--- config.mk ---
export PLATFORM = sky130hd
export DESIGN_NAME = processor_step_ctrl_flat
export DESIGN_NICKNAME = d
export VERILOG_FILES = /design/src/rtl/processor_step_ctrl_pkg.sv /design/src/rtl/processor_step_ctrl_if.sv /design/src/rtl/processor_step_ctrl_run_rate_divider.sv /design/src/rtl/processor_step_ctrl.sv /design/src/flat_wrapper.sv
export SDC_FILE = /design/constraint.sdc
export NUM_CORES = 1
export LEC_CHECK = 0
export BUFFER_PORTS_ARGS = -buffer_cell sky130_fd_sc_hd__buf_2
export CAP_MARGIN = 20
export CORE_MARGIN = 2
export CORE_UTILIZATION = 30
export DETAILED_ROUTE_END_ITERATION = 16
export SLEW_MARGIN = 40
export SYNTH_ARGS = -nofsm -noshare
export SYNTH_HDL_FRONTEND = slang
export SYNTH_SLANG_ARGS = --single-unit
--- constraint.sdc ---
create_clock -name Clock -period 4.36 [get_ports Clock]
set_input_delay 0.654 -clock Clock [delete_from_list [all_inputs] [get_ports Clock]]
set_output_delay 0.654 -clock Clock [all_outputs]
set_load 0.05 [all_outputs]
--- src/rtl/processor_step_ctrl_pkg.sv ---
// rtl/processor_step_ctrl_pkg.sv - shared types and widths for the run/step/breakpoint sequencer
package step_ctrl_pkg;

  typedef enum logic [1:0] {
    M_IDLE = 2'd0,
    M_STEP = 2'd1,
    M_RUN  = 2'd2,
    M_BRK  = 2'd3
  } mode_t;

  localparam int EN_CNT_W = 16;

endpackage

--- src/rtl/processor_step_ctrl_if.sv ---
// rtl/processor_step_ctrl_if.sv - KEY/SW requests in, processor enable and display status out
interface processor_step_ctrl_if
  import step_ctrl_pkg::*;
#(
  parameter int PC_W = 7,
  parameter int ST_W = 4
);

  logic                StepReq;
  logic                RunToggle;
  logic                BreakEn;
  logic [PC_W-1:0]     BreakPC;
  logic [PC_W-1:0]     PC;
  logic [ST_W-1:0]     ProcState;
  logic                ProcEn;
  logic [1:0]          Mode;
  logic                Halted;
  logic [EN_CNT_W-1:0] EnCount;

  modport master (
    output StepReq, RunToggle, BreakEn, BreakPC, PC, ProcState,
    input  ProcEn, Mode, Halted, EnCount
  );

  modport slave (
    input  StepReq, RunToggle, BreakEn, BreakPC, PC, ProcState,
    output ProcEn, Mode, Halted, EnCount
  );

endinterface

--- src/rtl/processor_step_ctrl_run_rate_divider.sv ---
// rtl/processor_step_ctrl_run_rate_divider.sv - free-running RUN-rate divider, one Tick per RUN_DIV cycles
module run_rate_divider #(
  parameter int RUN_DIV = 25_000_000,
  parameter int DIV_W   = 25
) (
  input  logic Clock,
  input  logic ResetN,
  input  logic Clear,
  input  logic Enable,
  output logic Tick
);

  localparam logic [DIV_W-1:0] TERM = DIV_W'(RUN_DIV - 1);

  logic [DIV_W-1:0] count;

  always_ff @(posedge Clock or negedge ResetN) begin
    if (!ResetN) begin
      count <= '0;
    end else if (Clear) begin
      count <= '0;
    end else if (Enable) begin
      count <= (count == TERM) ? '0 : count + DIV_W'(1);
    end
  end

  assign Tick = Enable && !Clear && (count == TERM);

endmodule

--- src/rtl/processor_step_ctrl.sv ---
// rtl/processor_step_ctrl.sv - run/step/breakpoint sequencer issuing one-cycle processor enables
module processor_step_ctrl
  import step_ctrl_pkg::*;
#(
  parameter int              RUN_DIV     = 25_000_000,
  parameter int              DIV_W       = 25,
  parameter int              PC_W        = 7,
  parameter int              ST_W        = 4,
  parameter logic [ST_W-1:0] FETCH_STATE = '0
) (
  input  logic                  Clock,
  input  logic                  ResetN,
  processor_step_ctrl_if.slave  ctl
);

  mode_t               state;
  mode_t               state_next;
  logic                proc_en;
  logic                en_next;
  logic                resume;
  logic                resume_next;
  logic                at_break;
  logic                tick;
  logic                in_run;
  logic [EN_CNT_W-1:0] en_count;

  assign in_run = (state == M_RUN);

  // Divider only runs in RUN, so every entry into RUN starts a full period.
  run_rate_divider #(
    .RUN_DIV (RUN_DIV),
    .DIV_W   (DIV_W)
  ) u_div (
    .Clock  (Clock),
    .ResetN (ResetN),
    .Clear  (!in_run),
    .Enable (in_run),
    .Tick   (tick)
  );

  assign at_break = ctl.BreakEn && (ctl.PC == ctl.BreakPC) &&
                    (ctl.ProcState == FETCH_STATE) && !resume;

  always_comb begin
    state_next  = state;
    en_next     = 1'b0;
    resume_next = resume;
    unique case (state)
      M_IDLE: begin
        if (ctl.RunToggle) begin
          state_next = M_RUN;
        end else if (ctl.StepReq) begin
          state_next = M_STEP;
          en_next    = 1'b1;
        end
      end
      M_STEP: begin
        state_next = M_IDLE;
      end
      M_RUN: begin
        if (ctl.RunToggle) begin
          state_next = M_IDLE;
        end else if (tick) begin
          if (at_break) begin
            state_next = M_BRK;
          end else begin
            en_next     = 1'b1;
            resume_next = 1'b0;
          end
        end
      end
      M_BRK: begin
        // Leaving a breakpoint arms resume so the same PC is not trapped again.
        if (ctl.RunToggle) begin
          state_next  = M_RUN;
          resume_next = 1'b1;
        end else if (ctl.StepReq) begin
          state_next  = M_STEP;
          en_next     = 1'b1;
          resume_next = 1'b1;
        end
      end
      default: begin
        state_next = M_IDLE;
      end
    endcase
  end

  always_ff @(posedge Clock or negedge ResetN) begin
    if (!ResetN) begin
      state    <= M_IDLE;
      proc_en  <= 1'b0;
      resume   <= 1'b0;
      en_count <= '0;
    end else begin
      state   <= state_next;
      proc_en <= en_next;
      resume  <= resume_next;
      if (en_next) begin
        en_count <= en_count + EN_CNT_W'(1);
      end
    end
  end

  assign ctl.ProcEn  = proc_en;
  assign ctl.Mode    = state;
  assign ctl.Halted  = (state == M_IDLE) || (state == M_BRK);
  assign ctl.EnCount = en_count;

endmodule

--- src/flat_wrapper.sv ---
// flat-port wrapper written by rule: the top's interface ports become plain ports
module processor_step_ctrl_flat import step_ctrl_pkg::*;
#(
  parameter int              RUN_DIV     = 25_000_000,
  parameter int              DIV_W       = 25,
  parameter int              PC_W        = 7,
  parameter int              ST_W        = 4,
  parameter logic [ST_W-1:0] FETCH_STATE = '0
)
  (Clock, ResetN, ctl_StepReq, ctl_RunToggle, ctl_BreakEn, ctl_BreakPC, ctl_PC, ctl_ProcState, ctl_ProcEn, ctl_Mode, ctl_Halted, ctl_EnCount);
  processor_step_ctrl_if #(.PC_W(PC_W), .ST_W(ST_W)) ctl_i ();
  input  logic Clock;
  input  logic ResetN;
  input wire logic [$bits(ctl_i.StepReq)-1:0] ctl_StepReq;
  input wire logic [$bits(ctl_i.RunToggle)-1:0] ctl_RunToggle;
  input wire logic [$bits(ctl_i.BreakEn)-1:0] ctl_BreakEn;
  input wire logic [$bits(ctl_i.BreakPC)-1:0] ctl_BreakPC;
  input wire logic [$bits(ctl_i.PC)-1:0] ctl_PC;
  input wire logic [$bits(ctl_i.ProcState)-1:0] ctl_ProcState;
  output wire logic [$bits(ctl_i.ProcEn)-1:0] ctl_ProcEn;
  output wire logic [$bits(ctl_i.Mode)-1:0] ctl_Mode;
  output wire logic [$bits(ctl_i.Halted)-1:0] ctl_Halted;
  output wire logic [$bits(ctl_i.EnCount)-1:0] ctl_EnCount;
  assign ctl_i.StepReq = ctl_StepReq;
  assign ctl_i.RunToggle = ctl_RunToggle;
  assign ctl_i.BreakEn = ctl_BreakEn;
  assign ctl_i.BreakPC = ctl_BreakPC;
  assign ctl_i.PC = ctl_PC;
  assign ctl_i.ProcState = ctl_ProcState;
  assign ctl_ProcEn = ctl_i.ProcEn;
  assign ctl_Mode = ctl_i.Mode;
  assign ctl_Halted = ctl_i.Halted;
  assign ctl_EnCount = ctl_i.EnCount;
  processor_step_ctrl #(.RUN_DIV(RUN_DIV), .DIV_W(DIV_W), .PC_W(PC_W), .ST_W(ST_W), .FETCH_STATE(FETCH_STATE)) u_core (.Clock(Clock), .ResetN(ResetN), .ctl(ctl_i));
endmodule
Word-level counts from Yosys, hierarchy flattened
Index checks and enable logic that the tools add are counted.

Register bits after elaboration: 45. Input port bits: 23. Output and inout bits: 20. Word-level logic and storage cells: 51.

Add/sub/neg operators: 2. Eq/ne operators: 12. Mux-type cells: 20. Reductions and logical operators: 12.

Operators with widths (count): 25-bit 2-to-1 mux (2); 25-bit by 1-bit adder with 25-bit output (second input constant) (1); 25-bit == test (second input constant) (1); 16-bit by 1-bit adder with 16-bit output (second input constant) (1); 1-bit 2-to-1 mux (10); 2-bit 2-to-1 mux (5); 7-bit == test (1); 3-bit by 2-bit inequality test with 1-bit output (second input constant) (2); 2-bit case mux with 3 select lines (1); 5-bit AND reduction (1); 2-bit == test (second input constant) (2); 1-bit logical AND (4); 4-bit zero test (1); 2-bit inequality test (second input constant) (2); 1-bit case mux with 2 select lines (2); 3-bit by 1-bit inequality test with 1-bit output (second input constant) (1); 3-bit inequality test (second input constant) (1); 3-bit AND reduction (1); 2-bit by 1-bit == test with 1-bit output (second input constant) (1); 2-bit zero test (1); 2-bit by 1-bit inequality test with 1-bit output (second input constant) (1); 2-bit nonzero test (1); 2-bit OR reduction (1); 1-bit zero test (1); 1-bit logical OR (1).

Depth between registers and ports, before layout
Gate-level depths: netlist of the first run.

Depth in word-level cells: 8. Mapped depth: 8. Gate-level depth less buffers: 8.

Hierarchy
Synthesis of the first run repeated with hierarchy kept, for this count alone.

Cells, all modules: 277. Area, all modules: 2661.3 um^2.

By module, submodules not included: run_rate_divider (instances 1, cells each 163, area an instance 1463.9 um^2, seq. area each 625.6 um^2); processor_step_ctrl (instances 1, cells each 114, area an instance 1197.4 um^2, seq. area each 500.5 um^2).

Worst setup path after synthesis of the first run
OpenSTA, ideal clock, no wires.

Path kind: register -> register. Start point: reg u_core.state[0], in the netlist u_core.ctl.Mode[0]. End point: reg u_core.en_count[8], in the netlist u_core.ctl.EnCount[8]. Setup time: 0.082 ns. Arrival: 2.507 ns. Data required time: 4.278 ns. Setup slack: 1.771 ns. Stages on the path, launching flop included: 8. Buffers on the path: 1. Clock period less this slack: 2.589 ns. Cells stage by stage: dfrtp_1 > inv_1 > ha_1 > or3b_2 > o31a_4 > buf_6 > nor3b_2 > xor2_1.

Longest elaborated chain between the ends: 5. Elaborated cells between the ends (all ways): 8. Those cells by class: 2 x eq/ne; 3 x mux; 3 x reduce/logical.

Ends and longest elaborated chain: start: declaration (line processor_step_ctrl.sv:16) `mode_t state;`; start signal: assignment (line processor_step_ctrl.sv:96) `state <= state_next;`; 2-bit == test (line processor_step_ctrl.sv:27, processor_step_ctrl.sv:48); 1-bit logical AND (line processor_step_ctrl_run_rate_divider.sv:27) `assign Tick = Enable && !Clear && (count == TERM);`; 1-bit 2-to-1 mux (line processor_step_ctrl.sv:63) `end else if (tick) begin`; 1-bit 2-to-1 mux (line processor_step_ctrl.sv:61) `if (ctl.RunToggle) begin`; 1-bit case mux with 2 select lines * (line processor_step_ctrl.sv:48) `unique case (state)`; end signal: assignment (line processor_step_ctrl.sv:100) `en_count <= en_count + EN_CNT_W'(1);`; end: declaration (line processor_step_ctrl.sv:25) `logic [EN_CNT_W-1:0] en_count;`.

Mark *: on every way between the ends. The rest lies on a longest branch, timed or not. A chain may end at the register's enable or synchronous reset.

Worst setup path in the final report of the first run
Start point: reg u_core.u_div.count[0]. End point: reg u_core.en_count[1], in the netlist u_core.ctl.EnCount[1].

Longest elaborated chain between the ends: 5.

Ends and longest elaborated chain: start: declaration (line processor_step_ctrl_run_rate_divider.sv:15) `logic [DIV_W-1:0] count;`; start signal: assignment (line processor_step_ctrl_run_rate_divider.sv:23) `count <= (count == TERM) ? '0 : count + DIV_W'(1);`; 25-bit == test (line processor_step_ctrl_run_rate_divider.sv:27); 1-bit logical AND (line processor_step_ctrl_run_rate_divider.sv:27); 1-bit 2-to-1 mux (line processor_step_ctrl.sv:63); 1-bit 2-to-1 mux (line processor_step_ctrl.sv:61); 1-bit case mux with 2 select lines (line processor_step_ctrl.sv:48); named net u_core.en_next (line processor_step_ctrl.sv:19) `logic en_next;`.

The timed path passes the listed nets, and every way through them passes these cells.

==> results.md, run 1 <==
- Status: complete, no violations
- FMAX: 0.426 GHz
- Die Area: 0.00853 mm2
- Crit path capture type: flop
- Sw Pwr: 0.510 mW
- Clock power frac: 20.8%
- Fin. max-slew vios: 0
- Max FO, Critical Path: 14
- GR Util met1: 15.4%
- Unrepaired setup endpoints after global routing: false
- Final wirelength: 4350 um
- Peak supply drop: 0.432 mV
- Num ports: 43
- Met2 Track Usage GR: 16.8%
- CTS tree: yes
- Final Hold Fails: 0
- Critical Path, Cell by Cell: ha_1 > nand3_1 > or3_4 > o31a_4 > inv_1 > mux2_2
- Layout Utilization: 35.8%
- Final ANT Viol Nets: 0
- Worst Path Arrival: 2530 ps
- Max cap viols: 0
- Met3 Track Usage GR: 3.25%
- GRT Resource Usage Total: 11.1%
- Insertion delay to the later sink of the worst-skew pair: 300 ps
- Avg Cell Area, Syn: 10.4 um2
- Slowest library cell on the worst path: or3_4
- Final hold slack: 341 ps
- Mapped Cells: 225
- Antenna diodes: 0
- Flops & latches, synth: 45
- Clk pin slew, worst setup/hold paths: 80 ps
- Comb pwr share: 36.6%
- Syn-to-layout area delta: 17.0%
- Setup crit start kind: flop
- Post-Syn Nets: 253
- Largest net degree at the start of global routing: 46
- Gpl congestion: 0.765
- Clk_skew: 4.40 ps
- Global-route wire length before repair: 7620 um
- Synth unique cells: 38
- Placement Setup Slack: 1840 ps
- Worst-Margin Slew: 565 ps
- H-tree levels: 2
- Routed vias/inst: 4.56
- CP peak stage delay: 450 ps
- Die Y: 92.4 um
- Clock sink count: 45
- LEAKAGE: 1.28 nW
- Antenna violations before repair: 0
- Port-buffer cells: 42
- Core Area: 0.00765 mm2
- Period utilisation layout: 53.8%
- Synthesized area: 0.00234 mm2
- Post-CTS Repair Setup Buffers: 0
- Nets: 297
- Clock tree buffer depth: 2
- Initial Util: 30.6%
- Final setup fails: 0
- CTS Buf Count: 5
- CTS resizes: 0
- Hold Buf Count CTS: 0
- Vias in the first global route: 1654
- Die width: 92.4 um
- TNS Setup: 0 ps
- DRT iter0 DRCs: 60
- Critical Path RT: 4550 ps
- Register area share after synthesis: 48.1%
- Total number of vias: 1698
- Crit path kind: flop to flop
- Setup ws final: 2010 ps
- PwrDens: 443 mW/mm2
- Std cell rows: 32
- Period minus WS final: 2350 ps
- Root Buffer: clkbuf_8
- Total gr overflow: 0
- Internal: 0.706 mW
- Hold crit path type: input pin to async pin
- Seq pwr share: 42.6%
- DP HPWL: 3100 um
- Buf+Inv Stages, Crit Path: 1
- Slew Limit Headroom: 62.3%
- Pre-antenna DRT Iters: 4
- DR WL/cell: 11.7 um
- Switching Share: 41.9%
- Yosys Warn Count: 0
- Delay-heaviest family, CP: simple AND/OR/NAND/NOR gates
- Post-route DRC: 0
- Fraction of layout instances using a drive strength above 1: 25.2%
- GRT Max-Usage Layer: met2
==> final cells by class <==
class	count	area, um2
inverter	5	18.8
sequential	45	1130
multi-input combinational	170	1170
timing repair buffer	42	213
clock inverter	2	10.0
fill	780	4910
tap	102	128
clock buffer	6	72.6
==> path summary, 6_finish.rpt <==
check | start | slack (ps) | to | depth (start not counted)
max in group asynchronous | ResetN | 3630 | u_core.ctl.EnCount[13] | 1
min reg2reg | u_core.ctl.EnCount[15] | 470 | u_core.ctl.EnCount[15] | 1
max | u_core.u_div.count[0] | 2010 | u_core.ctl.EnCount[1] | 6
min in group Clock | u_core.ctl.EnCount[15] | 470 | u_core.ctl.EnCount[15] | 1
max reg2reg | u_core.u_div.count[0] | 2010 | u_core.ctl.EnCount[1] | 6
min | ResetN | 340 | u_core.u_div.count[20] | 1
==> per-layer routing <==
metal,share of wire (%),up-vias
li1,-,850
met1,51,814
met2,44,29
met3,4.0,5
met4,0.78,0
met5,0,-
==> cell usage in the layout (no fill, tap or decap), drive strengths merged, types with 2 or more instances in the layout <==
cell type | synthesis | layout
inv | 5 | 5
nand3 | 14 | 14
nand2 | 16 | 16
nor4b | 4 | 4
clkinv | 0 | 2
a21oi | 4 | 4
nor3b | 3 | 3
xor2 | 26 | 26
or3 | 5 | 5
dfrtp | 45 | 45
buf | 1 | 42
and4 | 3 | 3
nor2 | 32 | 32
and3 | 6 | 6
nor3 | 8 | 8
or2 | 2 | 2
nand4 | 6 | 6
nand3b | 3 | 3
o21ai | 4 | 4
ha | 5 | 5
xnor2 | 17 | 17
clkbuf | 4 | 6
==> cell families (layout without fill, tap and decap cells) <==
group | after synthesis | in the layout | synth area share (%)
and+or+nand+nor | 107 | 107 | 26.4
buffers and inverters | 10 | 55 | 1.92
AOI/OAI and AO/OA | 13 | 13 | 3.90
muxes | 2 | 2 | 0.908
xor gates and xnor gates | 43 | 43 | 16.1
adders and majority gates | 5 | 5 | 2.67
DFF | 45 | 45 | 48.1
==> state kept, by name (all words and copies together) (netlist names) <==
signal	cells
u_core.u_div.count	25
u_core.ctl.EnCount	16
u_core.resume	1
u_core.ctl.Mode	2
u_core.ctl.ProcEn	1
==> power groups by stage <==
stage	clock, mW	combinational (mW)	sequential [mW]
after floorplan	0	0.236	0.632
after global placement	0	0.445	0.526
after detailed placement	0	0.449	0.525
after CTS	0.262	0.450	0.518
after global routing	0.282	0.479	0.529
final	0.252	0.445	0.518
==> through the flow <==
stage	cells	total power [mW]	instance area [um2]
global route	372	1.29	2740
CTS	372	1.23	2740
detailed placement	364	0.974	2660
global placement	364	0.971	2650
floorplan	225	0.869	2340
finish	372	1.22	2740
==> cell usage after synthesis <==
master     n  share of area, %
a211o_1    1              0.37
a21boi_0   1              0.32
a21oi_1    4              0.85
and3_1     6               1.6
and4_1     2              0.75
and4_4     1              0.48
buf_6      1              0.48
clkbuf_1   4              0.64
dfrtp_1   45                48
ha_1       5               2.7
inv_1      5              0.80
mux2_2     1              0.48
mux2i_1    1              0.43
nand2_1   16               2.6
nand2b_1   1              0.27
nand3_1   14               3.0
nand3b_1   3              0.96
nand4_1    6               1.6
nor2_1    32               5.1
nor2b_1    1              0.27
nor3_1     4              0.85
nor3_2     3               1.3
nor3_4     1              0.69
nor3b_1    1              0.32
nor3b_2    2               1.1
nor4_1     1              0.27
nor4b_2    4               2.6
o21ai_0    4              0.85
o21ba_2    1              0.43
o31a_4     1              0.75
o31ai_1    1              0.32
or2_2      2              0.53
or3_1      4               1.1
or3_4      1              0.48
or3b_2     1              0.37
or4_1      1              0.32
xnor2_1   17               6.4
xor2_1    26               9.7
Note: power is estimated with default switching activity, not from simulation.
==> run 2, diff against run 1 <==
==> constraint.sdc (replaced) <==
create_clock -name Clock -period 2.21 [get_ports Clock]
set_input_delay 0.3315 -clock Clock [delete_from_list [all_inputs] [get_ports Clock]]
set_output_delay 0.3315 -clock Clock [all_outputs]
set_load 0.05 [all_outputs]
==> run 2 against run 1 <==
Net effect:
- the flow now finishes with violations (negative hold slack)
- global-route usage increased by 1.6 points
- worst hold slack got worse by 370 ps
- flip-flop and latch count unchanged
- highest routed layer unchanged
- register-to-register slack got worse by 1900 ps
- sequential share of layout area decreased by 3.5 points
- first-iteration DRC count increased by 63%
==> results.md, run 2 (synthesis gave the netlist of run 1 again) <==
- Status: finished, violations left (was complete, no violations)
- Violated checks: negative hold slack
- Wire length on met3: 165 um (was 175 um)
- Max cap viols: 0 (unchanged)
- DR WL/cell: 12.6 um (was 11.7 um)
- Most frequent cells in the layout: dfrtp_1, buf_2, nor2_1 (unchanged)
- CTS tree: yes (unchanged)
- Clock sink count: 45 (unchanged)
- Switching Share: 39.8% (was 41.9%)
- Fraction of layout instances using a drive strength above 1: 32.9% (was 25.2%)
- Core Area: 0.00765 mm2 (unchanged)
- Num ports: 43 (unchanged)
- Comb pwr share: 40.5% (was 36.6%)
- Max FO, Critical Path: 8 (was 14)
- Hold Buf Count CTS: 0 (unchanged)
- Multi-input gate area: 0.00120 mm2 (was 0.00117 mm2)
- Final ANT Viol Nets: 0 (unchanged)
- Final Hold Fails: 34 (was 0)
- Final setup fails: 0 (unchanged)
- Routed vias/inst: 4.53 (was 4.56)
- Seq pwr share: 38.2% (was 42.6%)
- Initial Util: 30.6% (unchanged)
- Crit path kind: flop to flop (unchanged)
- Peak supply drop: 0.762 mV (was 0.432 mV)
- DRT iter0 DRCs: 98 (was 60)
- Met2 wire len: 2400 um (was 1930 um)
- Top Metal Used: met4 (unchanged)
- Biggest register: u_core.u_div.count (unchanged)
- Gpl congestion: 0.774 (was 0.765)
- Placed inst area: 0.00284 mm2 (was 0.00266 mm2)
- Worst-Margin Slew: 469 ps (was 565 ps)
- Largest register FFs: 25 (unchanged)
- GRT Resource Usage Total: 12.7% (was 11.1%)
- Root Buffer: clkbuf_8 (unchanged)
- Critical Path RT: 2440 ps (was 4550 ps)
- Final hold slack: -29.5 ps (was 341 ps)
- Antenna violations before repair: 0 (unchanged)
- Global-route wire length before repair: 8690 um (was 7620 um)
- Clk_skew: 8.84 ps (was 4.40 ps)
- Period minus WS final: 2110 ps (was 2350 ps)
- Total gr overflow: 0 (unchanged)
- DRT met1 WL: 2410 um (was 2210 um)
- H-tree levels: 2 (unchanged)
- Unrepaired setup endpoints after global routing: true (was false)
- Period utilisation layout: 95.4% (was 53.8%)
- DP HPWL: 3640 um (was 3100 um)
- Final wirelength: 5000 um (was 4350 um)
- Die Y: 92.4 um (unchanged)
- Post-route DRC: 0 (unchanged)
- Std cell rows: 32 (unchanged)
- Fill cell count: 764 (was 780)
- Insertion delay to the later sink of the worst-skew pair: 300 ps (about the same)
- Pre-antenna DRT Iters: 4 (unchanged)
- CTS Buf Count: 5 (unchanged)
- Hold crit path type: input pin to async pin (unchanged)
- Slew Limit Headroom: 68.7% (was 62.3%)
- Register area: 0.00113 mm2 (about the same)
- Vias in the first global route: 1852 (was 1654)
- Die Area: 0.00853 mm2 (unchanged)
- Clk pin slew, worst setup/hold paths: 90 ps (was 80 ps)
- Worst Path Arrival: 2340 ps (was 2530 ps)
- PwrDens: 887 mW/mm2 (was 443 mW/mm2)
- Finished Layout Cells: 397 (was 372)
- LEAKAGE: 1.46 nW (was 1.28 nW)
- Antenna diodes: 0 (unchanged)
- Commonest non-fill, non-tap cell in the layout: dfrtp_1 (unchanged)
- Placed cell count: 385 (was 364)
- Total number of vias: 1798 (was 1698)
- Setup crit start kind: flop (unchanged)
- Cells on worst reg2reg path: 7 (was 6)
- Nets: 322 (was 297)
- Die width: 92.4 um (unchanged)
- Largest net degree at the start of global routing: 37 (was 46)
- Syn-to-layout area delta: 28.4% (was 17.0%)
- Crit path capture type: flop (unchanged)
- Fin. max-slew vios: 0 (unchanged)
- FMAX: 0.474 GHz (was 0.426 GHz)
- Clock tree buffer depth: 2 (unchanged)
- Port-buffer cells: 42 (unchanged)
- Sw Pwr: 1.06 mW (was 0.510 mW)
- Design Area, Final: 0.00301 mm2 (was 0.00274 mm2)
- Clock power frac: 21.2% (was 20.8%)
- Internal: 1.60 mW (was 0.706 mW)
-- run 2: per-layer routing --
metal / GRT usage [%] / vias to the layer above
met1: 17.3 / 867
met5: 0 / -
met2: 20.2 / 23
met4: 2.61 / 0
met3: 3.66 / 4
li1: - / 904
-- run 2: worst max-delay path, cell delays in order (launching register included) --
cell     delay [ps]
dfrtp_1         400
and3_1          230
nand3_1         140
or3_4           420
o31a_4          340
buf_12          160
nor3_2          210
xor2_1          150
-- run 2: power by group through the flow --
stage	logic, mW	registers, mW	clock network, mW
6_report	1.08	1.02	0.567
5_1_grt	1.17	1.04	0.625
4_1_cts	1.08	1.02	0.584
3_5_place_dp	1.04	1.04	0
3_3_place_gp	1.03	1.03	0
2_1_floorplan	0.511	1.26	0
-- run 2: final timing paths --
path	to	start	slack [ps]
setup / recovery	u_core.ctl.EnCount[9]	u_core.u_div.count[2]	100
hold / removal	u_core.u_div.count[4]	ResetN	-30
setup reg to reg	u_core.ctl.EnCount[9]	u_core.u_div.count[2]	100
hold reg to reg	u_core.ctl.EnCount[12]	u_core.ctl.EnCount[12]	490
max in group asynchronous	u_core.ctl.EnCount[5]	ResetN	1750
min in group Clock	u_core.ctl.Mode[0]	ctl_RunToggle	390
-- run 2: area by class of cell --
type,instances,share of cell area (%)
clock inverter,1,0.166
multi-input combinational,170,40.1
inverter,5,0.624
tap,102,4.24
clock buffer,7,3.20
sequential,45,37.5
timing repair buffer,67,14.1
-- run 2: metrics by stage --
stage	setup slack, ps	total power [mW]	setup TNS, ps	utilization, %
after floorplan	2.69	1.77	0	-
after global placement	38.1	2.06	0	37.1
after detailed placement	-21.4	2.08	-32.6	37.1
after CTS	52.1	2.69	0	39.0
after global routing	-60.3	2.83	-309	39.3
final	101	2.67	0	39.3
-- run 2: repair_timing --
item,in CTS,in global routing
pin swaps,3,7
hold endpoints to repair,0,0
resized for setup,0,4
buffers inserted,4,0
endpoints found under the setup margin,3,13
==> run 3, diff against run 2 <==
--- a/config.mk
+++ b/config.mk
@@ -13,4 +13,5 @@
 export SLEW_MARGIN = 40
 export SYNTH_ARGS = -nofsm -noshare
 export SYNTH_HDL_FRONTEND = slang
+export SYNTH_HIERARCHICAL = 1
 export SYNTH_SLANG_ARGS = --single-unit
==> run 3 against run 2 <==
Net effect:
- the run ends with negative setup slack left
- design area is 26% higher
- setup slack got worse by 370 ps
- wire length up 40%
- area after synthesis is 14% higher
- register-to-register slack lost 370 ps
- critical path depth is 2 higher
- flip-flop and latch count stayed put
- combinational power is 32% higher
- clock skew grew 7.2 ps
- sequential share of layout area shrank 7.7 points
- synthesized cell count grew 23%
- cell count rose by 23%
- critical path type unchanged
- largest cell class unchanged
- largest power group unchanged
==> results.md, run 3 <==
- Reg2reg setup slack: -270 ps (was 100 ps)
- CTS Buf Count: 5 (unchanged)
- Synthesized area: 0.00266 mm2 (was 0.00234 mm2)
- Syn-to-layout area delta: 42.0% (was 28.4%)
- Crit path capture type: flop (unchanged)
- Worst Setup SP: u_core/u_div/count[9] (was u_core.u_div.count[2])
- Initial Util: 30.7% (was 30.6%)
- Nets: 409 (was 322)
- Root Buffer: clkbuf_8 (unchanged)
- Top-count cell post-synth: dfrtp_1 (unchanged)
- Register area share after synthesis: 42.3% (was 48.1%)
- Setup crit start kind: flop (unchanged)
- CTS tree: yes (unchanged)
- CP Capture Point: u_core/ctl.EnCount[1] (was u_core.ctl.EnCount[9])
- Violated checks: negative setup slack (was negative hold slack)
- Met3 Track Usage GR: 3.15% (was 3.66%)
- Fin. max-slew vios: 0 (unchanged)
- Std cell rows: 34 (was 32)
- Global-route wire length before repair: 11500 um (was 8690 um)
- DP HPWL: 4940 um (was 3640 um)
- TNS Setup: -2990 ps (was 0 ps)
- Cells on worst reg2reg path: 9 (was 7)
- Num ports: 43 (unchanged)
- Post-synth top area cell: dfrtp_1 (unchanged)
- Post-Syn Nets: 305 (was 253)
- Largest register FFs: 25 (unchanged)
- Hold crit path type: input pin to flop (was input pin to async pin)
- Unrepaired setup endpoints after global routing: true (unchanged)
- Max cap viols: 0 (unchanged)
- Layout Utilization: 43.5% (was 39.3%)
- GRT Max-Usage Layer: met2 (unchanged)
- GRT Resource Usage Total: 14.4% (was 12.7%)
- Synth top area cells: dfrtp_1, xor2_1, nand2_1, a31oi_1, nand3_1 (was dfrtp_1, xor2_1, xnor2_1, nor2_1, nand3_1)
- Core Area: 0.00868 mm2 (was 0.00765 mm2)
- Sw Pwr: 1.34 mW (was 1.06 mW)
- Vias in the first global route: 2529 (was 1852)
- Final wirelength: 7010 um (was 5000 um)
- Commonest non-fill, non-tap cell in the layout: buf_4 (was dfrtp_1)
- Number of synthesized flops with an enable pin: 0 (unchanged)
- Most frequent cells in the layout: buf_4, dfrtp_1, buf_2 (was dfrtp_1, buf_2, nor2_1)
- Clock tree buffer depth: 2 (unchanged)
- Period minus WS final: 2480 ps (was 2110 ps)
- Worst flop-to-flop path endpoint: u_core/ctl.EnCount[1] (was u_core.ctl.EnCount[9])
- Worst-Margin Slew: 538 ps (was 469 ps)
- LEAKAGE: 1.78 nW (was 1.46 nW)
- Biggest register: u_core/u_div/count (was u_core.u_div.count)
- Routed vias/inst: 5.13 (was 4.53)
- Max FO, Critical Path: 3 (was 8)
- DR WL/cell: 14.3 um (was 12.6 um)
- Async S/R FF share, synth: 100% (unchanged)
- Setup ws final: -266 ps (was 101 ps)
- Comb pwr share: 46.1% (was 40.5%)
- Final setup fails: 19 (was 0)
- Peak supply drop: 0.966 mV (was 0.762 mV)
- Switching Share: 42.9% (was 39.8%)
- Total number of vias: 2516 (was 1798)
- Internal: 1.78 mW (was 1.60 mW)
- Gpl congestion: 0.846 (was 0.774)
- Yosys Warn Count: 6 (was 0)
- Pre-antenna DRT Iters: 4 (unchanged)
- Clock power frac: 21.6% (was 21.2%)
- Top cells by count, synth: dfrtp_1, nand2_1, nor2_1, nand3_1, a31oi_1 (was dfrtp_1, nor2_1, xor2_1, xnor2_1, nand2_1)
- Final ANT Viol Nets: 0 (unchanged)
- Seq pwr share: 32.4% (was 38.2%)
- Final Hold Fails: 0 (was 34)
- Placement Setup Slack: -297 ps (was -21.4 ps)
- Post-synth top area share: 42.3% (was 48.1%)
- GR Util met1: 18.2% (was 17.3%)
- Total gr overflow: 0 (unchanged)
- Avg Cell Area, Syn: 9.61 um2 (was 10.4 um2)
- Fraction of layout instances using a drive strength above 1: 42.4% (was 32.9%)
- Clock sink count: 45 (unchanged)
- FMAX: 0.404 GHz (was 0.474 GHz)
- Clk pin slew, worst setup/hold paths: 100 ps (was 90 ps)
- Status: finished, violations left (unchanged)
- Reg-to-Reg Start: u_core/u_div/count[9] (was u_core.u_div.count[2])
- Finished Layout Cells: 490 (was 397)
- Antenna diodes: 0 (unchanged)
- Die width: 98.2 um (was 92.4 um)
- Tot Pwr: 3.12 mW (was 2.67 mW)
- Mapped Cells: 277 (was 225)
- Crit path kind: flop to flop (unchanged)
- Placed cell count: 471 (was 385)
- Hold path depth: 3
- Post-route DRC: 0 (unchanged)
- Met2 Track Usage GR: 24.8% (was 20.2%)
- Insertion delay to the later sink of the worst-skew pair: 310 ps (was 300 ps)
- Slew Limit Headroom: 63.8% (was 68.7%)
- Flops & latches, synth: 45 (unchanged)
- Port-buffer cells: 42 (unchanged)
- Worst Path Arrival: 2680 ps (was 2340 ps)
- Die Area: 0.00964 mm2 (was 0.00853 mm2)
- Die Y: 98.2 um (was 92.4 um)
- Antenna violations before repair: 0 (unchanged)
- Critical Path RT: 2410 ps (was 2440 ps)
- Period utilisation layout: 112% (was 95.4%)
- PwrDens: 825 mW/mm2 (was 887 mW/mm2)
- Largest net degree at the start of global routing: 20 (was 37)
- H-tree levels: 2 (unchanged)
- Clk_skew: 16.0 ps (was 8.84 ps)
- DRT iter0 DRCs: 119 (was 98)
- Commonest register cell after synthesis: dfrtp_1 (unchanged)
- Synth unique cells: 52 (was 38)
run 3: timing repair:
action | CTS | global route
endpoints found under the setup margin | 23 | 22
hold buffers | 1 | 0
gates resized for setup | 21 | 17
pin swaps | 11 | 14
setup buffers | 4 | 9
hold endpoints to repair | 13 | 0
run 3: cells by family after synthesis:
| logic type | synth area share [%] |
|---|---|
| compound gates | 13.2 |
| xor+xnor | 8.70 |
| fa+ha+maj | 2.35 |
| buf+inv | 3.48 |
| flops | 42.3 |
| mux | 1.36 |
| simple gates | 28.6 |
run 3: worst min path at each step:
stage / from / endpoint
finish: ctl_RunToggle / u_core/ctl.Mode[1]
global placement: ResetN / u_core/u_div/count[3]
CTS: ctl_RunToggle / u_core/ctl.Mode[1]
floorplan: ResetN / u_core/ctl.EnCount[0]
detailed placement: ResetN / u_core/u_div/count[3]
global route: ctl_RunToggle / u_core/ctl.Mode[1]
run 3: metrics by stage:
step,hold slack (ps),instance area (um2)
2_1_floorplan,35.9,2730
3_3_place_gp,267,3400
3_5_place_dp,265,3400
4_1_cts,334,3650
5_1_grt,343,3780
6_report,342,3780
run 3: power groups by stage:
stage          logic [mW]  registers (mW)  clock network [mW]
2_1_floorplan       0.647            1.23                   0
3_3_place_gp         1.26            1.02                   0
3_5_place_dp         1.29            1.02                   0
4_1_cts              1.36            1.00               0.690
5_1_grt              1.53            1.02               0.726
6_report             1.43            1.01               0.672
run 3: final cells by class:
type / instances / area [um2]
multi-input cells: 216 / 1660
clock inverters: 3 / 47.5
clock buffers: 5 / 68.8
fillers: 871 / 4900
flip-flops and latches: 45 / 1130
well taps: 108 / 135
inverters: 8 / 30.0
repair buffers: 105 / 712
run 3: worst max-delay path, cell delays in order, from the launching register on:
cell and delay, ps:
dfrtp_1 390, or4_4 550, nor4_4 310, nand2_2 120
nor2_4 140, a22oi_2 100, buf_4 160, nand2b_4 170
nor2_4 130, mux2_4 310
run 3: per-layer routing:
layer  vias up  wire [um]
li1       1232          -
met1      1213       3020
met2        61       3580
met3        10        317
met4         0         93
met5         -          0
